===== config.mk =====
export PLATFORM = sky130hd
export DESIGN_NAME = fetch_unit_flat
export DESIGN_NICKNAME = d
export VERILOG_FILES = /design/src/rtl/fetch_unit_if.sv /design/src/rtl/fetch_unit.sv /design/src/flat_wrapper.sv
export SDC_FILE = /design/constraint.sdc
export NUM_CORES = 1
export LEC_CHECK = 0
export ABC_AREA = 1
export CAP_MARGIN = 25
export CORE_MARGIN = 2
export CORE_UTILIZATION = 60
export DETAILED_ROUTE_END_ITERATION = 8
export DONT_BUFFER_PORTS = 1
export GPL_ROUTABILITY_DRIVEN = 0
export MAX_ROUTING_LAYER = met4
export PLACE_DENSITY = 0.85
export SLEW_MARGIN = 25
export SYNTH_ARGS = -nofsm -noshare
export SYNTH_HDL_FRONTEND = slang
export SYNTH_SLANG_ARGS = --single-unit
export TNS_END_PERCENT = 20

===== constraint.sdc =====
create_clock -name clk -period 2.9 [get_ports clk]
set_clock_uncertainty 0.2 [all_clocks]
set_input_delay 0.58 -clock clk [delete_from_list [all_inputs] [get_ports clk]]
set_output_delay 0.58 -clock clk [all_outputs]
set_load 0.05 [all_outputs]

===== src/rtl/fetch_unit_if.sv =====
// Fetch-unit bundle: redirect input, instruction-memory address/data, decode handshake, fault flag.
// master: the fetch unit (drives imemAddr, out*, fetchFault); slave: memory/decode/branch side.
// Pure wiring, no state; clk/rst_n stay scalar ports on the modules.
interface fetch_unit_if;
  logic        redirectValid;
  logic [31:0] redirectTarget;
  logic [31:0] imemAddr;
  logic [31:0] imemData;
  logic        outValid;
  logic        outReady;
  logic [31:0] outInstr;
  logic [31:0] outPc;
  logic        fetchFault;

  modport master (
    input  redirectValid, redirectTarget, imemData, outReady,
    output imemAddr, outValid, outInstr, outPc, fetchFault
  );

  modport slave (
    output redirectValid, redirectTarget, imemData, outReady,
    input  imemAddr, outValid, outInstr, outPc, fetchFault
  );
endinterface


===== src/rtl/fetch_unit.sv =====
// PC + fetch stage: drives word-indexed imem address, buffers {pc, instr} in an in-order FIFO for decode.
// Latency: push in cycle N visible at outValid in N+1; redirect in N -> fetch at target N+1, valid N+2.
// Backpressure: full FIFO without a pop holds pc (imemAddr stable); redirect flushes and masks outValid.
// Ports: clk, rst_n (async active-low), bus (fetch_unit_if.master: redirect, imem, decode handshake, fault).
module fetch_unit #(
  parameter logic [31:0] RESET_PC  = 32'h0000_0000,
  parameter int          DEPTH     = 2,
  parameter int          MEM_WORDS = 16384
) (
  input logic          clk,
  input logic          rst_n,
  fetch_unit_if.master bus
);

  localparam int               PTR_W       = (DEPTH > 1) ? $clog2(DEPTH) : 1;
  localparam int               CNT_W       = $clog2(DEPTH + 1);
  localparam logic [CNT_W-1:0] DEPTH_C     = CNT_W'(DEPTH);
  localparam logic [PTR_W-1:0] LAST_PTR    = PTR_W'(DEPTH - 1);
  localparam logic [31:0]      MEM_WORDS_C = 32'(MEM_WORDS);

  logic [31:0]      pc_q, pc_d;
  logic [PTR_W-1:0] head_q, head_d;
  logic [PTR_W-1:0] tail_q, tail_d;
  logic [CNT_W-1:0] count_q, count_d;
  logic             faulted_q, faulted_d;

  logic [31:0] pc_mem_q  [DEPTH];
  logic [31:0] ins_mem_q [DEPTH];

  logic not_empty;
  logic pop;
  logic in_range;
  logic space;
  logic fire;
  logic fault_set;

  // Pointers wrap explicitly so non-power-of-two depths work.
  function automatic logic [PTR_W-1:0] ptr_inc(input logic [PTR_W-1:0] p);
    return (p == LAST_PTR) ? '0 : p + PTR_W'(1);
  endfunction

  assign not_empty    = (count_q != '0);
  assign bus.imemAddr = {2'b00, pc_q[31:2]};

  // A redirect cycle never completes a handshake: the head is about to be flushed.
  assign bus.outValid   = not_empty && !bus.redirectValid;
  assign bus.outPc      = not_empty ? pc_mem_q[head_q]  : '0;
  assign bus.outInstr   = not_empty ? ins_mem_q[head_q] : '0;
  assign bus.fetchFault = faulted_q;

  assign pop       = bus.outValid && bus.outReady;
  assign in_range  = ({2'b00, pc_q[31:2]} < MEM_WORDS_C);
  // A pop this cycle frees the slot the push needs, giving 1 instr/cycle when full.
  assign space     = (count_q < DEPTH_C) || pop;
  assign fire      = !bus.redirectValid && !faulted_q &&  in_range && space;
  assign fault_set = !bus.redirectValid && !faulted_q && !in_range && space;

  always_comb begin
    pc_d      = pc_q;
    head_d    = head_q;
    tail_d    = tail_q;
    count_d   = count_q;
    faulted_d = faulted_q;
    if (bus.redirectValid) begin
      pc_d      = {bus.redirectTarget[31:2], 2'b00};
      head_d    = '0;
      tail_d    = '0;
      count_d   = '0;
      faulted_d = 1'b0;
    end else begin
      if (fire) begin
        pc_d   = pc_q + 32'd4;
        tail_d = ptr_inc(tail_q);
      end
      if (pop) begin
        head_d = ptr_inc(head_q);
      end
      if (fault_set) begin
        faulted_d = 1'b1;
      end
      if (fire && !pop) begin
        count_d = count_q + CNT_W'(1);
      end else if (pop && !fire) begin
        count_d = count_q - CNT_W'(1);
      end
    end
  end

  always_ff @(posedge clk or negedge rst_n) begin
    if (!rst_n) begin
      pc_q      <= {RESET_PC[31:2], 2'b00};
      head_q    <= '0;
      tail_q    <= '0;
      count_q   <= '0;
      faulted_q <= 1'b0;
      for (int i = 0; i < DEPTH; i++) begin
        pc_mem_q[i]  <= '0;
        ins_mem_q[i] <= '0;
      end
    end else begin
      pc_q      <= pc_d;
      head_q    <= head_d;
      tail_q    <= tail_d;
      count_q   <= count_d;
      faulted_q <= faulted_d;
      if (fire) begin
        pc_mem_q[tail_q]  <= pc_q;
        ins_mem_q[tail_q] <= bus.imemData;
      end
    end
  end

endmodule


===== src/flat_wrapper.sv =====
// flat-port wrapper written by rule: the top's interface ports become plain ports
module fetch_unit_flat 
#(
  parameter logic [31:0] RESET_PC  = 32'h0000_0000,
  parameter int          DEPTH     = 2,
  parameter int          MEM_WORDS = 16384
)
  (clk, rst_n, bus_redirectValid, bus_redirectTarget, bus_imemData, bus_outReady, bus_imemAddr, bus_outValid, bus_outInstr, bus_outPc, bus_fetchFault);
  fetch_unit_if bus_i ();
  input logic clk;
  input logic rst_n;
  input wire logic [$bits(bus_i.redirectValid)-1:0] bus_redirectValid;
  input wire logic [$bits(bus_i.redirectTarget)-1:0] bus_redirectTarget;
  input wire logic [$bits(bus_i.imemData)-1:0] bus_imemData;
  input wire logic [$bits(bus_i.outReady)-1:0] bus_outReady;
  output wire logic [$bits(bus_i.imemAddr)-1:0] bus_imemAddr;
  output wire logic [$bits(bus_i.outValid)-1:0] bus_outValid;
  output wire logic [$bits(bus_i.outInstr)-1:0] bus_outInstr;
  output wire logic [$bits(bus_i.outPc)-1:0] bus_outPc;
  output wire logic [$bits(bus_i.fetchFault)-1:0] bus_fetchFault;
  assign bus_i.redirectValid = bus_redirectValid;
  assign bus_i.redirectTarget = bus_redirectTarget;
  assign bus_i.imemData = bus_imemData;
  assign bus_i.outReady = bus_outReady;
  assign bus_imemAddr = bus_i.imemAddr;
  assign bus_outValid = bus_i.outValid;
  assign bus_outInstr = bus_i.outInstr;
  assign bus_outPc = bus_i.outPc;
  assign bus_fetchFault = bus_i.fetchFault;
  fetch_unit #(.RESET_PC(RESET_PC), .DEPTH(DEPTH), .MEM_WORDS(MEM_WORDS)) u_core (.clk(clk), .rst_n(rst_n), .bus(bus_i));
endmodule

=== Yosys cells after proc, flatten, opt, wreduce, memory -nomap -nowiden ===
Index checks and enable logic that the tools add are counted.

* Output and inout bits: 98
* Bits in registers: 165

* Bitwise gates (word level): 2
* Magnitude comparators: 5
* Reductions and logical operators: 21
* Add/sub/neg operators: 5
* Mux-type cells: 25

{| class="wikitable"
|+ Operator list
! operator !! count
|-
| $mux 32 || 11
|-
| $bwmux 64 || 2
|-
| $add 32x3->32 const B || 1
|-
| $demux 32 s1 || 1
|-
| $lt 30x15->1 const B || 1
|-
| $logic_and 1x1->1 || 10
|-
| $mux 1 || 8
|-
| $reduce_bool 2->1 || 4
|-
| $mux 2 || 3
|-
| $logic_not 1->1 || 5
|-
| $ge 2x2->1 const B || 2
|-
| $not 1->2 || 2
|-
| $reduce_bool 3->1 || 1
|-
| $add 1x1->1 const B || 2
|-
| $add 2x1->2 const B || 1
|-
| $lt 2x1->1 const B || 1
|-
| $lt 2x2->1 const B || 1
|-
| $sub 2x1->2 const B || 1
|-
| $logic_or 1x1->1 || 1
|}

=== Depth between registers and ports, before layout ===
* Depth after elaboration: 10
* Gate-level depth with buffers: 11
* Gate-level depth less buffers: 10

=== Worst setup path before layout ===
No wires, ideal clock.

* Kind: reg2out
* Start point: register u_core.head_q
* End point: output bus_outInstr[10]
* Data required time: 2.120 ns
* Cell stages (with the launch flop): 5
* Slack: 0.343 ns
* Data arrival time: 1.777 ns
* Cell sequence: dfrtp_1 -> clkbuf_1 -> clkbuf_1 -> nand2_1 -> a21oi_1

* Word-level cells in the longest chain between the ends: 5

{| class="wikitable"
|+ RTL lines
! what !! RTL line !! text
|-
| start, declared || fetch_unit.sv:22 || <nowiki>logic [PTR_W-1:0] head_q, head_d;</nowiki>
|-
| start signal, assigned || fetch_unit.sv:92 || <nowiki>head_q <= '0;</nowiki>
|-
| start signal, assigned || fetch_unit.sv:102 || <nowiki>head_q <= head_d;</nowiki>
|-
| $not 1->2 (not written as such) || fetch_unit.sv:48 || <nowiki>assign bus.outInstr = not_empty ? ins_mem_q[head_q] : '0;</nowiki>
|-
| $mux 32 (not written as such) (3 in a row) || fetch_unit.sv:48 ||
|-
| $mux 32 || fetch_unit.sv:48 ||
|-
| end, declared || flat_wrapper.sv:18 || <nowiki>output wire logic [$bits(bus_i.outInstr)-1:0] bus_outInstr;</nowiki>
|}

No other way between the ends. The select of a mux whose other input is x is not followed.

=== Worst setup path in the final report ===
* Start point: register u_core.count_q[1]
* End point: output bus_outInstr[17]

* Word-level cells in the longest chain between the ends: 2

{| class="wikitable"
|+ RTL lines
! what !! RTL line !! text
|-
| start, declared || fetch_unit.sv:24 || <nowiki>logic [CNT_W-1:0] count_q, count_d;</nowiki>
|-
| start signal, assigned || fetch_unit.sv:104 || <nowiki>count_q <= count_d;</nowiki>
|-
| $reduce_bool 2->1 || fetch_unit.sv:42 || <nowiki>assign not_empty = (count_q != '0);</nowiki>
|-
| $mux 32 || fetch_unit.sv:48 ||
|}

No other way between the ends.

==> summary.txt <==
Outcome
  • Status: finished, violations left
  • Failing checks: design-rule violations, negative hold slack

Logic synthesis
  • Main synth FF type: dfrtp_1
  • Flops & latches, synth: 159
  • Sequential share of the synthesized area: 0.558
  • Synthesized instance count: 832
  • Post-synthesis cell type count: 30
  • Syn avg cell area: around 8.6 sq um
  • Area fraction of the dominant cell type after synthesis: 0.558
  • EDFF count, synth: 0
  • Top-count cell post-synth: nand2_1
  • Largest area contributor in the netlist: dfrtp_1
  • Netlist Area Pre-Place: 0.00713 sq mm
  • YS warnings: 0
  • Post-synth top cells: nand2_1, dfrtp_1, o21ai_1
  • Top cells by area, synth: dfrtp_1, nand2_1, o21ai_1
  • Async SR Flop Fraction: 1.00

GRT
  • Pin count of the biggest net entering global routing: 160
  • Final global-route overflow total: 0
  • First-pass GRT wire length: 26.4 mm
  • Total track usage: 0.268
  • Number of global-route vias before repair: ~5500
  • Initial antenna violation count: 0

Routing
  • Routed vias: around 5700
  • Final WL: 15.8 mm
  • Routed len/inst: approximately 15 microns
  • Final antenna-violating net count: 0
  • Post-route DRC: 11
  • Starting DRC count in detailed routing: roughly 520
  • Iteration count of the initial detailed-routing pass: 7
  • Vias per inst: 5.53

STA
  • Setup-failing EPs final: 0
  • Max transition margin: 0.585
  • Setup TNS: 0 ps
  • Worst-Margin Slew: between 600 and 700 ps
  • Final Hold Vio Count: 159
  • Final slew viol count: 0
  • Final worst-path cycle share: 0.909
  • Min Tclk post-route: 2640 ps
  • Hold_ws: -348 ps
  • F_max: ~0.38 GHz
  • Unrepaired setup endpoints after global routing: false
  • Slack of the critical path: around 260 ps

Cells and area
  • Layout Cells excl Fill: 1036
  • Multi-input gate area: 0.00250 sq mm
  • Design area: 0.00819 sq mm
  • Sequential cell area: 0.00398 sq mm
  • Share of layout cells above drive strength 1: 0.137
  • Ant. Diodes: 0
  • Final nets: 949
  • Fillers: 869
  • Layout area overhead: 14.9%

Placement
  • DP Area: 0.00762 sq mm
  • Dpl ws: 480 ps
  • Post-DP HPWL: 10.0 mm
  • PortBufs: 0
  • DP Cell Count: 1004

Clock network
  • TritonCTS Buffers: 17
  • # resized after CTS: 0
  • Clock Latency Late Sink: 420 ps
  • Sink count of the clock tree: 159
  • CTS root buf: clkbuf_16
  • Setup bufs post-CTS: 0
  • H-tree depth: 4
  • Clk buf depth: 2
  • CTS tree: built
  • Clock transition at the registers of the reported paths: 60 ps

Worst setup path
  • Critical Path RT: 2120 ps
  • R2R Path Start: u_core.pc_q[16]
  • CP startpoint: u_core.count_q[1]
  • Critical-path maximum fanout: 47
  • Arr. time, crit path: between 1500 and 2000 ps
  • Crit path capture type: primary output
  • WS Path Type: register to primary output
  • Startpoint Class: register

Flow run
  • Maxcap violations: 0

Worst hold path
  • Worst Hold Class: input port to async pin

Die
  • Die area: 0.0128 sq mm
  • Die boundary height: 113 microns
  • Initial core utilization: 0.619
  • Core ar.: 0.0115 sq mm
  • Num rows: 39
  • Die width: 113 microns
  • IO Pins: 166

Pwr
  • Power per cell area: 660 mW/mm^2
  • Worst vdd ir: 0.538 mV
  • Leakage: 3.99 nW
  • Final total power: ~5.4 mW
==> kinds of logic after synthesis <==
group           Yosys count  share of synthesized area
other cells               1                   0.000526
compound gates          205                      0.156
flops                   159                      0.558
simple gates            316                      0.180
fa+ha+maj                 1                    0.00176
xor+xnor                  8                    0.00983
buf+inv                 142                     0.0939
==> power breakdown <==
group	switching [mW]	internal [mW]	leakage, nW	total, mW
Sequential	0.170	2.27	1.99	2.44
Clock	0.825	1.33	0.285	2.15
Combinational	0.593	0.214	1.72	0.807
Total	1.59	3.81	3.99	5.40
==> registers in the layout (all words and copies together), names as in the netlist <==
register	count
u_core.head_q	1
u_core.count_q	2
u_core.pc_mem_q	60
u_core.bus.fetchFault	1
u_core.tail_q	1
u_core.ins_mem_q	64
u_core.pc_q	30
==> critical path: stages (launching register included) <==
cell and delay [ps]:
dfrtp_1 370, inv_1 110, nand2_4 200, inv_1 110
buf_12 190, a21oi_1 200, buf_4 230
==> cells in the final DEF (no fill, tap or decap), types with 7 or more instances in the layout <==
cell       Yosys  layout
o21ai_0       25      25
xor2_1         7       7
nand3_1       17      17
buf_4         11      75
dfrtp_1      159     158
clkbuf_16      0      17
inv_1         84      84
o211ai_1      11      11
o21ai_1       91      91
nand2_1      232     232
a22o_1        15      15
a21oi_1       63      63
nor2_1        53      53
==> per-stage QoR <==
stage / utilization / hold WS (ps)
after CTS: 0.711 / -358
final: 0.711 / -348
after global routing: 0.711 / -363
after global placement: 0.662 / 87.9
after floorplan: - / 84.4
after detailed placement: 0.662 / 87.3
==> layout make-up <==
| type | instances | area share |
|---|---|---|
| clock buffer | 25 | 0.0593 |
| inverter | 90 | 0.0413 |
| multi-input combinational | 534 | 0.305 |
| tap | 143 | 0.0218 |
| timing repair buffer | 78 | 0.0761 |
| clock inverter | 7 | 0.0104 |
| sequential | 159 | 0.486 |
==> per-layer routing <==
layer,global-route usage,vias up,part of all wire,wire length [microns]
met5,-,-,0,0
met4,0.0927,0,0.018,290
met3,0.0664,22,0.069,1100
met2,0.409,216,0.48,7650
met1,0.356,2744,0.43,6760
li1,-,2744,-,-
==> path summary, 6_finish.rpt <==
| path | depth (start not counted) | slack (ps) | end |
|---|---|---|---|
| setup / recovery | 6 | 260 | bus_outInstr[17] |
| hold / removal | 0 | -350 | u_core.ins_mem_q[2] |
| setup reg to reg | 9 | 410 | u_core.ins_mem_q[32] |
| hold reg to reg | 2 | 290 | u_core.pc_mem_q[58] |
| max in group asynchronous | 0 | 2680 | u_core.head_q |
| min in group clk | 1 | 30 | u_core.bus.fetchFault |
Note: power is estimated with default switching activity, not from simulation.
